**config.mk**
```make
export PLATFORM = sky130hd
export DESIGN_NAME = modulo_condicionador_botoes
export DESIGN_NICKNAME = d
export VERILOG_FILES = /design/src/rtl/modulo_condicionador_botoes.sv
export SDC_FILE = /design/constraint.sdc
export NUM_CORES = 1
export LEC_CHECK = 0
export ABC_AREA = 1
export BUFFER_PORTS_ARGS = -buffer_cell sky130_fd_sc_hd__buf_2
export CAP_MARGIN = 20
export CORE_MARGIN = 2
export CORE_UTILIZATION = 61
export CTS_CLUSTER_DIAMETER = 100
export DETAILED_ROUTE_END_ITERATION = 10
export PLACE_DENSITY = 0.8
export SLEW_MARGIN = 30
export SYNTH_ARGS = -nofsm -noshare
export SYNTH_HDL_FRONTEND = slang
export SYNTH_HIERARCHICAL = 1
export SYNTH_SLANG_ARGS = --single-unit
```
**constraint.sdc**
```tcl
create_clock -name clk -period 2.4 [get_ports clk]
set_input_delay 0.24 -clock clk [delete_from_list [all_inputs] [get_ports clk]]
set_output_delay 0.24 -clock clk [all_outputs]
set_load 0.02 [all_outputs]
```
**src/rtl/modulo_condicionador_botoes.sv**
```systemverilog
// Button conditioner: per-button sync + debounce, press strobes, and
// auto-repeat on the count button (IDLE -> DELAY -> REPEAT).

module cb_debounce #(
  parameter int DEBOUNCE_CYCLES = 1000000
) (
  input  logic clk,
  input  logic clr,
  input  logic raw,
  output logic level,
  output logic rise,
  output logic fall
);
  localparam int DW = $clog2(DEBOUNCE_CYCLES) + 1;

  logic [1:0]    sync;
  logic [DW-1:0] cnt;
  logic          pressed;
  logic          hit;

  // Raw buttons are active-low; synchronizer idles at 1 (released).
  assign pressed = ~sync[1];
  assign hit     = (pressed != level) && (cnt == DW'(DEBOUNCE_CYCLES));
  assign rise    = hit & pressed;
  assign fall    = hit & ~pressed;

  always_ff @(posedge clk or negedge clr) begin
    if (!clr) begin
      sync  <= 2'b11;
      cnt   <= '0;
      level <= 1'b0;
    end else begin
      sync <= {sync[0], raw};
      if (pressed == level) begin
        cnt <= '0;
      end else if (hit) begin
        level <= pressed;
        cnt   <= '0;
      end else begin
        cnt <= cnt + DW'(1);
      end
    end
  end
endmodule

module modulo_condicionador_botoes #(
  parameter int DEBOUNCE_CYCLES = 1000000,
  parameter int REPEAT_DELAY    = 25000000,
  parameter int REPEAT_RATE     = 10000000
) (
  input  logic clk,
  input  logic clr,
  input  logic btn_confirm_raw,
  input  logic btn_count_raw,
  output logic confirm_clean,
  output logic count_clean,
  output logic confirm_pulse,
  output logic count_pulse,
  output logic repeat_active
);
  localparam int NUM_BTN = 2;
  localparam int RMAX    = (REPEAT_DELAY > REPEAT_RATE) ? REPEAT_DELAY : REPEAT_RATE;
  localparam int RW      = $clog2(RMAX) + 1;

  typedef enum logic [1:0] {IDLE, DELAY, REPEAT} state_t;

  logic [NUM_BTN-1:0] raw, level, rise, fall;
  state_t             state, state_n;
  logic [RW-1:0]      rcnt, rcnt_n;
  logic               rpt;

  // Lane 0 = confirm, lane 1 = count.
  assign raw = {btn_count_raw, btn_confirm_raw};

  for (genvar i = 0; i < NUM_BTN; i++) begin : g_btn
    cb_debounce #(.DEBOUNCE_CYCLES(DEBOUNCE_CYCLES)) u_db (
      .clk   (clk),
      .clr   (clr),
      .raw   (raw[i]),
      .level (level[i]),
      .rise  (rise[i]),
      .fall  (fall[i])
    );
  end

  assign confirm_clean = level[0];
  assign count_clean   = level[1];
  assign repeat_active = (state == REPEAT);

  // A release acceptance wins over a due repeat so no pulse leaks on that edge.
  always_comb begin
    state_n = state;
    rcnt_n  = rcnt;
    rpt     = 1'b0;
    case (state)
      IDLE: if (rise[1]) begin
        state_n = DELAY;
        rcnt_n  = '0;
      end
      DELAY: if (fall[1]) begin
        state_n = IDLE;
        rcnt_n  = '0;
      end else if (rcnt == RW'(REPEAT_DELAY - 1)) begin
        rpt     = 1'b1;
        state_n = REPEAT;
        rcnt_n  = '0;
      end else begin
        rcnt_n = rcnt + RW'(1);
      end
      REPEAT: if (fall[1]) begin
        state_n = IDLE;
        rcnt_n  = '0;
      end else if (rcnt == RW'(REPEAT_RATE - 1)) begin
        rpt    = 1'b1;
        rcnt_n = '0;
      end else begin
        rcnt_n = rcnt + RW'(1);
      end
      default: begin
        state_n = IDLE;
        rcnt_n  = '0;
      end
    endcase
  end

  always_ff @(posedge clk or negedge clr) begin
    if (!clr) begin
      state         <= IDLE;
      rcnt          <= '0;
      confirm_pulse <= 1'b0;
      count_pulse   <= 1'b0;
    end else begin
      state         <= state_n;
      rcnt          <= rcnt_n;
      confirm_pulse <= rise[0];
      count_pulse   <= rise[1] | rpt;
    end
  end
endmodule
```
Word-level counts from Yosys, hierarchy flattened:

Index checks and enable logic that the tools add are counted.
Widths: inputs -> output; s select.

* output and inout bits: 5
* input bits: 4
* word-level logic and storage cells: 60
* flip-flop bits (word level): 78

* equality and inequality tests: 13
* add/sub/neg operators: 3
* mux-type cells: 20
* reduce and logical (&&, ||, !) cells: 6
* bitwise operators: 8

Operator list (number)
* $mux 26: 5
* $mux 21: 4
* $pmux 26 s3: 1
* $add 21x1->21 const B: 2
* $eq 21x20->1 const B: 2
* $add 26x1->26 const B: 1
* $eq 26x24->1 const B: 1
* $eq 26x25->1 const B: 1
* $mux 2: 4
* $pmux 2 s3: 1
* $mux 1: 4
* $ne 2x1->1 const B: 2
* $not 1->1: 4
* $reduce_and 2->1: 2
* $and 1x1->1: 3
* $ne 3x2->1 const B: 1
* $reduce_and 3->1: 1
* $eq 1x1->1: 2
* $eq 2x1->1 const B: 1
* $eq 2x2->1 const B: 1
* $logic_and 1x1->1: 2
* $logic_not 2->1: 1
* $ne 1x1->1: 2
* $pmux 1 s2: 1
* $or 1x1->1: 1

Logic depth before layout (Yosys ltp):

Gate-level depths: netlist of the first run.

* depth in word-level cells: 7
* gate-level depth with buffers: 18
* gate-level depth less buffers: 18

Hierarchy:

The synthesis of the first run kept the hierarchy.

Modules (own cells, without submodules)
* modulo_condicionador_botoes: seq. area each 750.7 µm², area an instance 2202.1 µm², cells an instance 357, instances 1
* cb_debounce (g_btn[0].u_db): seq. area each 603.1 µm², area an instance 1470.2 µm², cells an instance 199, instances 1
* cb_debounce (g_btn[1].u_db): seq. area each 603.1 µm², area an instance 1412.6 µm², cells an instance 187, instances 1

Worst setup path before layout of the first run:

No wires, ideal clock.

* path type: flip-flop to flip-flop
* start point: reg g_btn[1].u_db.level
* end point: reg rcnt[1]
* required time: 2.284 ns
* data arrival time: 2.035 ns
* setup slack: 0.249 ns
* setup time: 0.116 ns
* stages on the path, launching flop included: 14
* buffers on the path: 1
* period minus slack after synthesis: 2.151 ns
* cell sequence: dfrtp_1 -> inv_1 -> nand2_1 -> nand2_1 -> clkinv_1 -> nand4_1 -> nor2_1 -> nor2_2 -> inv_2 -> nand2_2 -> clkbuf_1 -> nor2_1 -> nand2_2 -> nand2_1

* elaborated cells between the ends (all ways): 8
* those cells by class: 2 x eq/ne; 3 x mux; 2 x bitwise; 1 x reduce/logical

RTL lines
* start, declared: RTL line 10 `output logic level,`
* start signal, assigned: RTL line 37 `level <= pressed;`
* $ne 1x1->1: RTL line 23 `assign hit = (pressed != level) && (cnt == DW'(DEBOUNCE_CYCLES));`
* $logic_and 1x1->1: RTL line 23
* $and 1x1->1: RTL line 24 `assign rise = hit & pressed;`
* named net rise[1]: RTL line 67 `logic [NUM_BTN-1:0] raw, level, rise, fall;`
* $ne 2x1->1 (no source line)
* end signal, assigned: RTL line 134 `rcnt <= rcnt_n;`
* end, declared: RTL line 69 `logic [RW-1:0] rcnt, rcnt_n;`

The timed path passes the listed nets, and every way through them passes these cells.
A chain may end at the register's enable or synchronous reset.

Final worst setup path of the first run:

* start point: reg g_btn[1].u_db.cnt[0]
* end point: reg rcnt[2]

* elaborated cells between the ends (all ways): 8
* those cells by class: 2 x eq/ne; 3 x mux; 2 x bitwise; 1 x reduce/logical

RTL lines
* start, declared: RTL line 17 `logic [DW-1:0] cnt;`
* start signal, assigned: RTL line 40 `cnt <= cnt + DW'(1);`
* $eq 21x20->1: RTL line 23
* $logic_and 1x1->1: RTL line 23
* $and 1x1->1: RTL line 24
* named net rise[1]: RTL line 67
* $ne 2x1->1 (no source line)

The timed path passes the listed nets, and every way through them passes these cells.

==> results.cfg, run 1 <==
[timing]
fmax_mhz = 462
fin_skew_ps = 13.5
grt_setup_unrepaired = no
tightest_slew_ps = 475
min_period_ps = 2170
fin_crit_sh = 0.902
setup_violations = 0
slew_headroom = 0.683
fin_setup_tns_ps = 0
slew_violations = 0
finalHoldViolations = 0

[setup_path]
startpoint = g_btn[1].u_db/cnt[0]
worstPathRequired_ps = 2690
reg2reg_from = g_btn[1].u_db/cnt[0]
crit_arrival_ps = 2450
critical_path_class = reg2reg
end_kind = flop
critPathMaxFanout = 12
start_kind = flop

[placement]
hpwlAfterDp_um = 8320
place.port_buffers = 8
gp_congestion = 0.948

[clock_tree]
clk_pin_slew_ps = 80
clock-root-buffer = clkbuf_8
clk_latency_ps = 350
cts_tree = built
cts_max_level = 3
numCtsBuffers = 9
cts.sinks = 78
cts_buffer_depth = 2

[power_and_ir_drop]
vdd_drop_max_uv = 208
cell_internal_pwr_uw = 1930
switching_power_uw = 553
seq_power_share = 0.539
power.density_mw_per_mm2 = 454
p_sw_frac = 0.222
power.share.combinational = 0.037
power.total_uw = 2480
clock_power_share = 0.424
p_leak_uw = 0.00255

[synth]
yosysWarnings = 6
syn_nets = 754
synthCells = 742
syn_area_per_cell_um2 = 6.85
synth_area_mm2 = 0.00508

[final_layout]
syn2layout_area_growth_pct = 7.73
antennaDiodeCount = 0
fill_cells = 698
fin_nets = 772
drive_above_1_share = 0.118

[detailed_routing]
post_drt_wl_per_cell_um = 13.2
firstDrtPassIters = 5
via_per_inst = 5.20
drtIter0Drc = 192
drcViolationCount = 0
drt-total-wl_um = 11400
ant_nets = 0
vias = 4511

[die]
fp.dieH_um = 95.3
die-area_mm2 = 0.00908
io_pins = 9
die_width_um = 95.3
core-area_mm2 = 0.00813
num_rows = 33
initial_core_util = 0.625

[global_route]
grt_overflow = 0
antenna_found_initial = 0
grt_pass1_wl_um = 19700
track_usage = 0.275
grt_max_degree = 79
grt_pass1_vias = 4542

[outcome]
status = completed

[hold_path]
hp-start = g_btn[0].u_db/sync[0]
hold_class = reg2reg

[job]
cap_violations = 0
per-stage QoR:
step | instances | setup WS [ps] | hold WS (ps) | area [um^2] | util
final | 868 | 234 | 364 | 5470 | 0.673
after global placement | 850 | 323 | 293 | 5230 | 0.643
after global routing | 868 | 5.03 | 371 | 5470 | 0.673
after detailed placement | 850 | 213 | 298 | 5230 | 0.643
after CTS | 867 | 190 | 368 | 5460 | 0.672
after floorplan | 742 | 249 | -55.6 | 5080 | -
power by group through the flow:
| stage | Sequential [uW] | Combinational [uW] | Clock, uW |
|---|---|---|---|
| after floorplan | 1360 | 45.7 | 0 |
| after global placement | 1360 | 86.5 | 0 |
| after detailed placement | 1360 | 90.9 | 0 |
| after CTS | 1340 | 95.1 | 1070 |
| after global routing | 1340 | 109 | 1120 |
| final | 1340 | 91.7 | 1050 |
timing repair:
action                                  4_1_cts  5_1_grt
hold endpoints to repair                     76        0
buffers inserted                              0        1
hold buffers                                  3        0
endpoints found under the setup margin        0        7
resized for setup                             0        1
routing by layer:
layer	global-route usage	up-vias	wire, um
li1	-	2308	-
met1	0.338	2090	5150
met2	0.486	91	5670
met3	0.0427	22	393
met4	0.103	0	221
met5	0	-	0
placed cells by master (no fill, tap or decap), drive strengths merged, types with 4 or more instances in the layout:
master  count
nand2     252
nor2      176
inv        83
dfrtp      74
nand3      55
xor2       17
buf        14
a21oi      13
nand4      12
clkbuf     10
o21ai      10
xnor2       9
ha          8
nor3        5
clkinv      5
o21bai      4
dfstp       4
layout make-up:
type	count	area [um^2]	share of cell area
timing repair buffer	17	130	0.0238
sequential	78	1960	0.357
multi-input combinational	568	2730	0.499
clock buffer	10	128	0.0233
clock inverter	4	73.8	0.0135
inverter	86	323	0.0590
tap	105	131	0.0240
worst max-delay path, cell delays in order (launching register included):
cell and delay, ps:
dfrtp_1 410, inv_1 110, ha_1 160, inv_1 40
nor2_1 70, nand2_1 70, nor2_1 100, nand4_1 140
nor2_2 180, nor2_2 70, inv_2 70, nand2_2 140
buf_4 220, nor3_1 200, nand2_2 70, nand2_1 60
sequential cells by signal, indices dropped and copies added (netlist names):
| name | count |
|---|---|
| confirm_pulse | 1 |
| count_pulse | 1 |
| g_btn.u_db/cnt | 42 |
| state | 2 |
| g_btn.u_db/sync | 4 |
| rcnt | 26 |
| g_btn.u_db/level | 2 |
worst paths after layout:
kind                                         end  slack (ps)  cells after the start
hold reg to reg            g_btn[0].u_db/sync[1]         360                      0
hold / removal             g_btn[0].u_db/sync[1]         360                      0
setup reg to reg                         rcnt[2]         230                     15
max in group asynchronous  g_btn[0].u_db/sync[0]        1610                      3
min in group asynchronous   g_btn[1].u_db/cnt[3]         450                      3
setup / recovery                         rcnt[2]         230                     15
(Power assumes the default switching activity.)
==> inputs of run 2 (changes only) <==
CTS_BUF_LIST = sky130_fd_sc_hd__clkbuf_4   (was default)
==> results.cfg, run 2 (synthesis results as in run 1) <==
[timing]
grt_setup_unrepaired = no
slew_violations = 0
min_period_ps = 2190
fin_skew_ps = 26.4
slew_headroom = 0.680
fin_setup_tns_ps = 0
timing.final.ws_setup_ps = 209
setup_violations = 0
tightest_slew_ps = 479
finalHoldViolations = 0
fin_crit_sh = 0.913
fmax_mhz = 456

[detailed_routing]
post_drt_wl_per_cell_um = 13.0
wl_met1_um = 5040
dr_wl_met2_um = 5590
drt-total-wl_um = 11300
top_layer_used = met4
drcViolationCount = 0
firstDrtPassIters = 5
via_per_inst = 5.19
ant_nets = 0
drtIter0Drc = 176
vias = 4502
wl_met3_um = 436

[die]
fp.dieH_um = 95.3
initial_core_util = 0.625
die_width_um = 95.3
io_pins = 9
core-area_mm2 = 0.00813
die-area_mm2 = 0.00908
num_rows = 33

[setup_path]
cp_slowest_cell = dfrtp_1
critical_path_class = reg2reg
start_kind = flop
crit_family = simple AND/OR/NAND/NOR gates
cp_cell_sequence = inv_1, ha_1, inv_1, nor2_1, nand2_1, nor2_1, nand4_1, nor2_2, nor2_2, inv_2, nand2_2, buf_4, nor3_1, nand2_2, nand2_1
max_stage_delay_ps = 420
worstPathRequired_ps = 2760
reg2reg_from = g_btn[1].u_db/cnt[0]
startpoint = g_btn[1].u_db/cnt[0]
end_kind = flop
r2r_cells = 15
critPathMaxFanout = 12
crit_arrival_ps = 2550
path_buf_inv = 4
worstSetupPathDepth = 15

[clock_tree]
clock-root-buffer = clkbuf_4
cts_max_level = 3
cts.sinks = 78
clk_latency_ps = 420
cts_tree = built
cts_buffer_depth = 2
numCtsBuffers = 9
clk_pin_slew_ps = 130

[global_route]
grt_pass1_wl_um = 19500
track_usage = 0.273
grt_max_degree = 79
grt_overflow = 0
antenna_found_initial = 0
grt_pass1_vias = 4505

[power_and_ir_drop]
clock_power_share = 0.378
vdd_drop_max_uv = 271
switching_power_uw = 523
power.share.combinational = 0.040
p_leak_uw = 0.00253
power.density_mw_per_mm2 = 425
p_sw_frac = 0.227
cell_internal_pwr_uw = 1780
seq_power_share = 0.582

[final_layout]
layout_commonest_cell = nand2_1
syn2layout_area_growth_pct = 6.75
fin_nets = 772
antennaDiodeCount = 0
final_area_mm2 = 0.00542
largest_reg_flops = 42
reg_top3 = g_btn.u_db/cnt x42, rcnt x26, g_btn.u_db/sync x4
drive_above_1_share = 0.119
largest-register = g_btn.u_db/cnt
post-route-util = 0.667
final_cell_mix = nand2_1 (234), nor2_1 (151), inv_1 (75)

[placement]
place_ws_ps = 213
hpwlAfterDp_um = 8320
gp_congestion = 0.948
place.port_buffers = 8
placed_area_mm2 = 0.00523

[hold_path]
hold_class = in2async

[job]
cap_violations = 0

[outcome]
status = completed
[run 2: cell counts in the layout (fill, tap and decap cells not counted)]
No cell type changed its count.
[run 2: what timing repair did]
item                                    in CTS  in global routing
gates resized for setup                      0                  2
hold buffers                                 3                  0
setup buffers                                0                  1
endpoints found under the setup margin       0                  8
hold endpoints to repair                    76                  0
[run 2: worst reg2reg max path, delay by kind of cell, from the launching register on]
family | cells | cell delay [ps]
buffers and inverters | 4 | 450
and+or+nand+nor | 10 | 1100
adders and majority gates | 1 | 160
DFF | 1 | 420
[run 2: final cells by class]
type	instances	area (um^2)
Multi-Input combinational cell	568	2730
Fill cell	703	2710
Sequential cell	78	1960
Inverter	86	325
Tap cell	105	131
Timing Repair Buffer	17	130
Clock buffer	10	75.1
Clock inverter	4	73.8
[run 2: path summary, 6_finish.rpt]
| check | endpoint | slack (ps) |
|---|---|---|
| max reg2reg | rcnt[2] | 210 |
| max in group asynchronous | g_btn[1].u_db/sync[1] | 1680 |
| min | g_btn[1].u_db/cnt[4] | 360 |
| min in group clk | g_btn[0].u_db/sync[1] | 370 |
| max | rcnt[2] | 210 |
| min reg2reg | g_btn[0].u_db/sync[1] | 370 |
[run 2: layer usage]
metal	GRT usage	vias up
met2	0.484	105
met3	0.0308	18
met4	0.103	0
met1	0.340	2062
met5	0	-
li1	-	2317
[run 2: power by group through the flow]
stage | Clock [uW] | Combinational [uW] | Sequential, uW
6_report | 872 | 91.8 | 1340
3_3_place_gp | 0 | 86.5 | 1360
4_1_cts | 896 | 95.1 | 1340
2_1_floorplan | 0 | 45.7 | 1360
5_1_grt | 953 | 108 | 1340
3_5_place_dp | 0 | 90.9 | 1360
[run 2: per-stage QoR]
stage / power [uW] / hold slack (ps) / instances
after detailed placement: 1460 / 298 / 850
final: 2300 / 365 / 868
after global placement: 1450 / 293 / 850
after CTS: 2330 / 368 / 867
after global routing: 2400 / 377 / 868
after floorplan: 1410 / -55.6 / 742
